[config.mk]
export PLATFORM = sky130hd
export DESIGN_NAME = r_alu_share_arbiter
export DESIGN_NICKNAME = d
export VERILOG_FILES = /design/src/rtl/r_alu_share_arbiter.sv
export SDC_FILE = /design/constraint.sdc
export NUM_CORES = 1
export LEC_CHECK = 0
export ABC_AREA = 1
export BUFFER_PORTS_ARGS = -buffer_cell sky130_fd_sc_hd__buf_2
export CAP_MARGIN = 20
export CORE_AREA = 2 2 110 112
export CTS_CLUSTER_DIAMETER = 50
export DETAILED_ROUTE_END_ITERATION = 10
export DIE_AREA = 0 0 112 114
export SYNTH_ARGS = -nofsm -noshare
export SYNTH_HDL_FRONTEND = slang
export SYNTH_SLANG_ARGS = --single-unit
export TNS_END_PERCENT = 50
[constraint.sdc]
create_clock -name clk -period 3.96 [get_ports clk]
set_input_delay 0.792 -clock clk [delete_from_list [all_inputs] [get_ports clk]]
set_output_delay 0.792 -clock clk [all_outputs]
set_load 0.01 [all_outputs]
[src/rtl/r_alu_share_arbiter.sv]
// r_alu_share_arbiter
// Shares one external combinational R-type ALU between NUM_REQ requesters.
// Round-robin grant, per-requester valid/ready, one-entry registered response
// buffer with backpressure.
// Optional build macro: R_ALU_ARB_ILLEGAL_CHECK_EN
//   defined   - func is decoded at grant; non-R encodings return rsp_illegal=1
//               and rsp_data=0, ignoring alu_result.
//   undefined - no decode; rsp_data always takes alu_result, rsp_illegal is 0.
module r_alu_share_arbiter #(
  parameter int NUM_REQ = 2,
  parameter int ID_W    = 3
) (
  input  logic                    clk,
  input  logic                    rst,
  input  logic [NUM_REQ-1:0]      req_valid,
  output logic [NUM_REQ-1:0]      req_ready,
  input  logic [5*NUM_REQ-1:0]    req_func,
  input  logic [32*NUM_REQ-1:0]   req_rs1,
  input  logic [32*NUM_REQ-1:0]   req_rs2,
  output logic [4:0]              alu_func,
  output logic [31:0]             alu_rs1,
  output logic [31:0]             alu_rs2,
  input  logic [31:0]             alu_result,
  output logic                    rsp_valid,
  input  logic                    rsp_ready,
  output logic [ID_W-1:0]         rsp_id,
  output logic [31:0]             rsp_data,
  output logic                    rsp_illegal
);

  typedef enum logic {EMPTY, FULL} state_t;

  state_t          state_q;
  logic [ID_W-1:0] rrPtr_q;
  logic [ID_W-1:0] rspId_q;
  logic [31:0]     rspData_q;
  logic            rspIllegal_q;

  logic            canIssue;
  logic            hiFound;
  logic            loFound;
  logic [ID_W-1:0] hiIdx;
  logic [ID_W-1:0] loIdx;
  logic            gntValid;
  logic [ID_W-1:0] gntIdx;
  logic [ID_W-1:0] rrPtr_d;
  logic [31:0]     rspData_d;
  logic            rspIllegal_d;

  // A new operation may be taken only if the buffer is empty or drains this cycle.
  assign canIssue = (state_q == EMPTY) | rsp_ready;

  // Round-robin scan: lowest valid index at or above the pointer wins, else lowest below it.
  always_comb begin
    hiFound = 1'b0;
    loFound = 1'b0;
    hiIdx   = '0;
    loIdx   = '0;
    for (int i = NUM_REQ - 1; i >= 0; i--) begin
      if (req_valid[i]) begin
        if (ID_W'(i) >= rrPtr_q) begin
          hiFound = 1'b1;
          hiIdx   = ID_W'(i);
        end else begin
          loFound = 1'b1;
          loIdx   = ID_W'(i);
        end
      end
    end
    gntValid = canIssue & ~rst & (hiFound | loFound);
    gntIdx   = hiFound ? hiIdx : loIdx;
  end

  // One-hot ready and operand mux toward the shared ALU; all zero without a grant.
  always_comb begin
    req_ready = '0;
    alu_func  = '0;
    alu_rs1   = '0;
    alu_rs2   = '0;
    for (int i = 0; i < NUM_REQ; i++) begin
      if (gntValid && (gntIdx == ID_W'(i))) begin
        req_ready[i] = 1'b1;
        alu_func     = req_func[5*i +: 5];
        alu_rs1      = req_rs1[32*i +: 32];
        alu_rs2      = req_rs2[32*i +: 32];
      end
    end
  end

  // Pointer moves to the requester after the one just granted, wrapping to zero.
  assign rrPtr_d = (gntIdx == ID_W'(NUM_REQ - 1)) ? '0 : gntIdx + ID_W'(1);

`ifdef R_ALU_ARB_ILLEGAL_CHECK_EN
  function automatic logic isLegal(input logic [4:0] f);
    case (f)
      5'b00000, 5'b10000, 5'b00001, 5'b00010, 5'b00011,
      5'b00100, 5'b00101, 5'b10101, 5'b00110, 5'b00111: isLegal = 1'b1;
      default:                                           isLegal = 1'b0;
    endcase
  endfunction

  assign rspIllegal_d = ~isLegal(alu_func);
  assign rspData_d    = rspIllegal_d ? 32'd0 : alu_result;
`else
  assign rspIllegal_d = 1'b0;
  assign rspData_d    = alu_result;
`endif

  // Buffer FSM: load on grant, drain on rsp_ready, refill in the same cycle when both happen.
  always_ff @(posedge clk) begin
    if (rst) begin
      state_q      <= EMPTY;
      rrPtr_q      <= '0;
      rspId_q      <= '0;
      rspData_q    <= '0;
      rspIllegal_q <= 1'b0;
    end else begin
      if (gntValid) begin
        state_q      <= FULL;
        rrPtr_q      <= rrPtr_d;
        rspId_q      <= gntIdx;
        rspData_q    <= rspData_d;
        rspIllegal_q <= rspIllegal_d;
      end else if ((state_q == FULL) && rsp_ready) begin
        state_q <= EMPTY;
      end
    end
  end

  assign rsp_valid   = (state_q == FULL);
  assign rsp_id      = rspId_q;
  assign rsp_data    = rspData_q;
  assign rsp_illegal = rspIllegal_q;

endmodule

Word-level counts from Yosys, hierarchy flattened
Index checks and enable logic that the tools add are counted.

Bits in registers: 39. Input port bits: 175. Output and inout port bits: 108. Word-level logic and storage cells: 47.

$add $sub $neg: 1. $lt $le $gt $ge: 2. Eq/ne operators: 1. Muxes and demuxes: 28. Bitwise gates (word level): 6. Reduce and logical (&&, ||, !) cells: 5.

Operators with widths (count): 32-bit two-way mux (4); 3-bit two-way mux (6); 1-bit two-way mux (16); 5-bit two-way mux (2); 1-bit by 3-bit greater-or-equal comparator with 1-bit output (first input constant) (2); 3-bit by 1-bit adder with 3-bit output (second input constant) (1); 3-bit by 1-bit equality test with 1-bit output (second input constant) (1); 1-bit logical AND (3); 3-bit logical NOT (1); 1-bit bitwise AND (2); 1-bit inverter (2); 1-bit bitwise OR (2); 2-bit nonzero test (1).

Depth between registers and ports, before layout
Gate-level depths: netlist of run 1.

Word-level depth: 10. Gate-level depth with buffers: 8. Depth with buffers taken out: 7.

Worst setup path before layout of run 1
Ideal clock, no wire load.

Kind: input -> output. From: input port req_valid[0]. To: output port alu_func[0]. Arrival time: 1.629 ns. Data required time: 3.168 ns. Setup slack: 1.539 ns. Stages on the path: 8. Buffers on the path: 2. Cells stage by stage: inv_1 -> nand2_2 -> nand3_1 -> buf_4 -> nor2_8 -> buf_4 -> nand2_1 -> nand2_1.

Word-level cells in the longest chain between the ends: 6. Elaborated cells on any way between the ends: 13. Classes of those cells: eq/ne (1); mux (7); bitwise (2); reduce/logical (3).

RTL lines: start, declared (line 15) `input logic [NUM_REQ-1:0] req_valid,`; 3-bit two-way mux / 1-bit two-way mux (equally long branches) (line 60) `if (req_valid[i]) begin`; 3-bit two-way mux / 1-bit bitwise OR (equally long branches) (line 71, 70); 3-bit logical NOT / 1-bit bitwise AND (equally long branches) (line 81, 70); 1-bit logical AND (line 81) `if (gntValid && (gntIdx == ID_W'(i))) begin`; 5-bit two-way mux (line 81); 5-bit two-way mux (*) (line 81); end, declared (line 20) `output logic [4:0] alu_func,`.

Mark *: on every way between the ends. The rest lies on a longest branch, timed or not.

Worst setup path in the final report of run 1
From: input port rsp_ready. To: output port alu_rs2[31].

Word-level cells in the longest chain between the ends: 6. Elaborated cells on any way between the ends: 7. Classes of those cells: mux (2); bitwise (3); reduce/logical (2).

RTL lines: start, declared (line 25) `input logic rsp_ready,`; 1-bit bitwise OR (*) (line 51) `assign canIssue = (state_q == EMPTY) | rsp_ready;`; 1-bit bitwise AND (*) (2 in a row) (line 70) `gntValid = canIssue & ~rst & (hiFound | loFound);`; 1-bit logical AND (line 81); 32-bit two-way mux (line 81); 32-bit two-way mux (*) (line 81); end, declared (line 22) `output logic [31:0] alu_rs2,`.

Marked as above.

==> impl_metrics.env, run 1 <==
export IMPL_status="complete, no violations"
export IMPL_crit_path_max_incr_delay_ps=480
export IMPL_htree_levels=2
export IMPL_p_leak_nw=2.53
export IMPL_rr_startpoint="rsp_valid"
export IMPL_syn_inst=389
export IMPL_diodes=0
export IMPL_yosys_warnings=0
export IMPL_vias=3273
export IMPL_cts_tree="built"
export IMPL_fin_setup_tns_ps=0
export IMPL_clk_latency_ps=270
export IMPL_hold_start="rsp_data[15]"
export IMPL_cp_end_kind="output pin"
export IMPL_slowest_stage="nor2_8"
export IMPL_ant_nets=0
export IMPL_track_usage_pct=13.8
export IMPL_portBuffers=279
export IMPL_grt_max_degree=47
export IMPL_grt_ovfl_total=0
export IMPL_clk_pin_slew_ps=50
export IMPL_clockBufferDepth=2
export IMPL_period_share_pct=80.1
export IMPL_utilization_pct=32.8
export IMPL_yosysTopAreaCell="nand2_1"
export IMPL_initial_core_util_pct=18.7
export IMPL_power_density_nw_per_um2=298
export IMPL_dieArea_um2=12800
export IMPL_yosysTopAreaCellShare_pct=41.6
export IMPL_viasPerCell=4.08
export IMPL_fill_cells=1321
export IMPL_fin_skew_ps=5.12
export IMPL_drc=0
export IMPL_final_layout_size_suffix_gt1_share_pct=45.6
export IMPL_syn_area_per_cell_um2=5.64
export IMPL_maxSlewViolCount=0
export IMPL_arrival_ps=2380
export IMPL_dieHeight_um=114
export IMPL_cp_start_kind="input port"
export IMPL_cts_sinks=35
export IMPL_syn_to_final_growth_pct=75.0
export IMPL_seq_area_frac_synth_pct=31.9
export IMPL_place_gp_congestion=0.832
export IMPL_placed_area_um2=3700
export IMPL_nets=830
export IMPL_drv_cap=0
export IMPL_cts_root_buf="clkbuf_16"
export IMPL_place_ws_ps=772
export IMPL_netlist_cell_type_count=15
export IMPL_dr_pass1_iters=4
export IMPL_period_needed_ps=3170
export IMPL_hold_viol_final=0
export IMPL_drtIter0Drc=149
export IMPL_wl_um=9690
export IMPL_hp_class="flip-flop to flip-flop"
export IMPL_antenna_found_initial=1
export IMPL_setup_viol=0
export IMPL_fmax_ghz=0.315
export IMPL_rsz0062_at_grt="no"
export IMPL_ys_ff_latch=35
export IMPL_setup_ws_ps=788
export IMPL_synth_area_leaders="nand2_1, dfxtp_1, nand3_1"
export IMPL_cts_setup_buffers=0
export IMPL_cp_required_ps=3170
export IMPL_ioPinCount=283
export IMPL_ir_worst_vdd_mv=0.240
export IMPL_die_w_um=112
export IMPL_grt_pass1_vias=3085
export IMPL_rows=40
export IMPL_cts_resized=0
export IMPL_wl_per_cell_um=12.1
export IMPL_coreArea_um2=11700
export IMPL_final_cell_area_um2=3840
export IMPL_grt_first_pass_wirelength_um=14600
export IMPL_crit_top_cell="nand2_1"
export IMPL_cts_buffers_inserted=5
export IMPL_dp_hpwl_um=7830
export IMPL_power_w=0.00114
export IMPL_path_class="input port to output pin"
export IMPL_cp_max_fo=27
export IMPL_syn_area_um2=2190
export IMPL_crit_chain="buf_2 > inv_1 > nand2_1 > nand3_1 > nor2_8 > buf_4 > nand2_1 > nand2_1 > buf_2"
export IMPL_crit_start="rsp_ready"
export IMPL_postCtsHoldBufs=0
-- layout make-up --
cell class,instances,area [um^2],area share (%)
clock buffer,6,139,3.62
sequential,35,701,18.2
multi-input combinational,320,1320,34.4
tap,147,184,4.79
timing repair buffer,287,1470,38.3
inverter,6,22.5,0.587
clock inverter,1,5.00,0.130
-- final timing paths --
path                        to  slack, ps  cells past startpoint
hold reg to reg   rsp_data[15]        460                      2
setup / recovery   alu_rs2[31]        790                      9
hold / removal    rsp_data[15]        460                      2
setup reg to reg    rrPtr_q[0]       2450                      5
-- cell usage after synthesis, drive strengths merged --
master / instances
inv: 6
nand3: 67
clkbuf: 5
nand2: 244
dfxtp: 35
a21oi: 3
nor2: 2
conb: 1
buf: 25
o21ai: 1
-- critical path, delay by kind of cell --
kind	cells	cell delay (ps)
buffers and inverters	4	540
and+or+nand+nor	5	1040
-- metal layers --
| layer | global-route usage [%] | part of all wire [%] |
|---|---|---|
| met1 | 16.5 | 42 |
| met2 | 25.3 | 48 |
| met3 | 3.13 | 8.7 |
| met4 | 2.60 | 0.95 |
| met5 | 0 | 0 |
-- sequential cells by signal, indices dropped and copies added, names as in the netlist --
signal,flops
rsp_data,32
rrPtr_q,1
rsp_id,1
rsp_valid,1
-- through the flow --
stage / hold WS, ps / instances
after CTS: 463 / 802
after floorplan: 438 / 391
after global placement: 452 / 795
after global routing: 482 / 802
after detailed placement: 455 / 795
final: 460 / 802
-- power by group --
group / leakage [nW] / switching, W / internal, W
Clock: 0.0727 / 0.000141 / 0.000245
Combinational: 2.16 / 0.000196 / 0.000160
Sequential: 0.291 / 0.0000160 / 0.000385
-- cells by family after synthesis --
logic type / share of synthesized area [%]
other: 0.171
and+or+nand+nor: 58.3
AOI/OAI and AO/OA: 0.912
DFF: 31.9
buffers and inverters: 8.67
-- layout by cell type, fill, tap and decap left out, drive strengths merged --
master and instances:
nor2 2, conb 3, nand2 244, clkbuf 6, a21oi 3, dfxtp 35
inv 6, clkinv 1, nand3 67, buf 287, o21ai 1
(Power assumes the default switching activity.)
==> run 2, diff against run 1 <==
==> constraint.sdc (replaced) <==
create_clock -name clk -period 2.83 [get_ports clk]
set_input_delay 0.566 -clock clk [delete_from_list [all_inputs] [get_ports clk]]
set_output_delay 0.566 -clock clk [all_outputs]
set_load 0.01 [all_outputs]
==> run 2 against run 1 <==
  * Via count rose by 0.82%
  * First-iteration DRC count fell by 26%
  * Worst hold slack improved by 2.7 ps
  * Critical path depth did not move
  * Setup slack got worse by 540 ps
  * Sequential share of layout area fell by 0.11 points
  * Clock skew fell by 2.4 ps
  * Die area did not move
  * Clock power rose by 36%
==> impl_metrics.env, run 2 (synthesis gave the netlist of run 1 again) <==
export IMPL_dr_pass1_iters=5
export IMPL_layout_common_cells="buf_2, nand2_1, nand3_1"
export IMPL_p_switching_w=0.000500
export IMPL_fill_cells=1311
export IMPL_portBuffers=279
export IMPL_drc=0
export IMPL_cts_buffers_inserted=5
export IMPL_dieHeight_um=114
export IMPL_die_w_um=112
export IMPL_grt_pass1_vias=2946
export IMPL_cp_end_kind="output pin"
export IMPL_cts_tree="built"
export IMPL_ioPinCount=283
export IMPL_fin_skew_ps=2.75
export IMPL_place_gp_congestion=0.808
export IMPL_initial_core_util_pct=18.7
export IMPL_crit_path_max_incr_delay_ps=320
export IMPL_rows=40
export IMPL_cts_resized=0
export IMPL_power_w=0.00159
export IMPL_clk_latency_ps=270
export IMPL_dieArea_um2=12800
export IMPL_hold_viol_final=0
export IMPL_power_density_nw_per_um2=412
export IMPL_crit_chain="buf_2 > inv_1 > nand2_1 > nand3_1 > nor2_8 > buf_12 > nand2_1 > nand2_1 > buf_2"
export IMPL_seqPwrFrac_pct=35.2
export IMPL_htree_levels=2
export IMPL_slowest_stage="nor2_8"
export IMPL_postCtsHoldBufs=0
export IMPL_coreArea_um2=11700
export IMPL_path_class="input port to output pin"
export IMPL_grt_ovfl_total=0
export IMPL_fmax_ghz=0.387
export IMPL_cts_sinks=35
export IMPL_fin_setup_tns_ps=0
export IMPL_clk_pin_slew_ps=50
export IMPL_layout_commonest_cell="buf_2"
export IMPL_drtIter0Drc=110
export IMPL_wl_um=9690
export IMPL_syn_to_final_growth_pct=76.1
export IMPL_viasPerCell=4.10
export IMPL_dp_hpwl_um=7770
export IMPL_drv_cap=0
export IMPL_wl_per_cell_um=12.0
export IMPL_power_frac_comb_pct=31.6
export IMPL_period_share_pct=91.2
export IMPL_hp_class="flip-flop to flip-flop"
export IMPL_setup_viol=0
export IMPL_cp_max_fo=42
export IMPL_grt_max_degree=50
export IMPL_ir_worst_vdd_mv=0.365
export IMPL_arrival_ps=2020
export IMPL_vias=3300
export IMPL_final_cell_area_um2=3860
export IMPL_final_layout_size_suffix_gt1_share_pct=45.4
export IMPL_nets=830
export IMPL_cp_start_kind="input port"
export IMPL_cts_root_buf="clkbuf_16"
export IMPL_cp_required_ps=2260
export IMPL_grt_first_pass_wirelength_um=14400
export IMPL_ant_nets=0
export IMPL_rsz0062_at_grt="no"
export IMPL_largest_reg_flops=32
export IMPL_status="complete, no violations"
export IMPL_p_leak_nw=2.53
export IMPL_p_clk_share_pct=33.1
export IMPL_switching_share_pct=31.4
export IMPL_period_needed_ps=2580
export IMPL_track_usage_pct=13.7
export IMPL_internal_power_w=0.00109
export IMPL_placed_area_um2=3720
export IMPL_clockBufferDepth=2
export IMPL_cts_setup_buffers=0
export IMPL_maxSlewViolCount=0
export IMPL_crit_top_cell="nand2_1"
export IMPL_antenna_found_initial=2
==> run 2: cell types whose count changed in the layout (fill, tap and decap cells not counted), sizes merged <==
cell / change
diode: +2
clkbuf: +1
==> run 2: stage by stage <==
stage          util (%)  cells  hold slack [ps]  worst slack [ps]
2_1_floorplan         -    391              438               861
3_3_place_gp       31.8    795              452               217
3_5_place_dp       31.8    795              458               219
4_1_cts            32.9    803              466               217
5_1_grt            32.9    803              483               102
6_report           33.0    805              463               249
==> run 2: final cells by class <==
cell class	count	area, um^2	share of cell area [%]
multi-input combinational	320	1320	34.2
clock buffer	7	133	3.43
timing repair buffer	287	1490	38.7
antenna	2	5.00	0.130
inverter	6	22.5	0.583
tap	147	184	4.76
sequential	35	701	18.1
clock inverter	1	5.00	0.130
==> run 2: power by group through the flow <==
stage	Sequential, W	Combinational, W	Clock [W]
floorplan	0.000591	0.000217	0
global placement	0.000570	0.000508	0
detailed placement	0.000570	0.000511	0
CTS	0.000561	0.000511	0.000542
global route	0.000566	0.000557	0.000560
finish	0.000561	0.000503	0.000528
==> run 2: critical path, delay by kind of cell <==
family	cells	cell delay, ps
and+or+nand+nor	5	920
buffers and inverters	4	510
==> run 2: worst paths after layout <==
kind	slack (ps)	cells after the start	endpoint	startpoint
max	250	9	alu_rs2[25]	rsp_ready
min	460	2	rsp_data[27]	rsp_data[27]
max reg2reg	1350	5	rsp_data[12]	rsp_valid
min reg2reg	460	2	rsp_data[27]	rsp_data[27]
==> run 2: per-layer routing <==
metal | global-route usage, % | vias up | part of all wire, %
met1 | 16.2 | 1399 | 41
met2 | 24.6 | 154 | 49
li1 | - | 1736 | -
met5 | 0 | - | 0.13
met3 | 3.56 | 9 | 8.7
met4 | 3.82 | 2 | 1.3
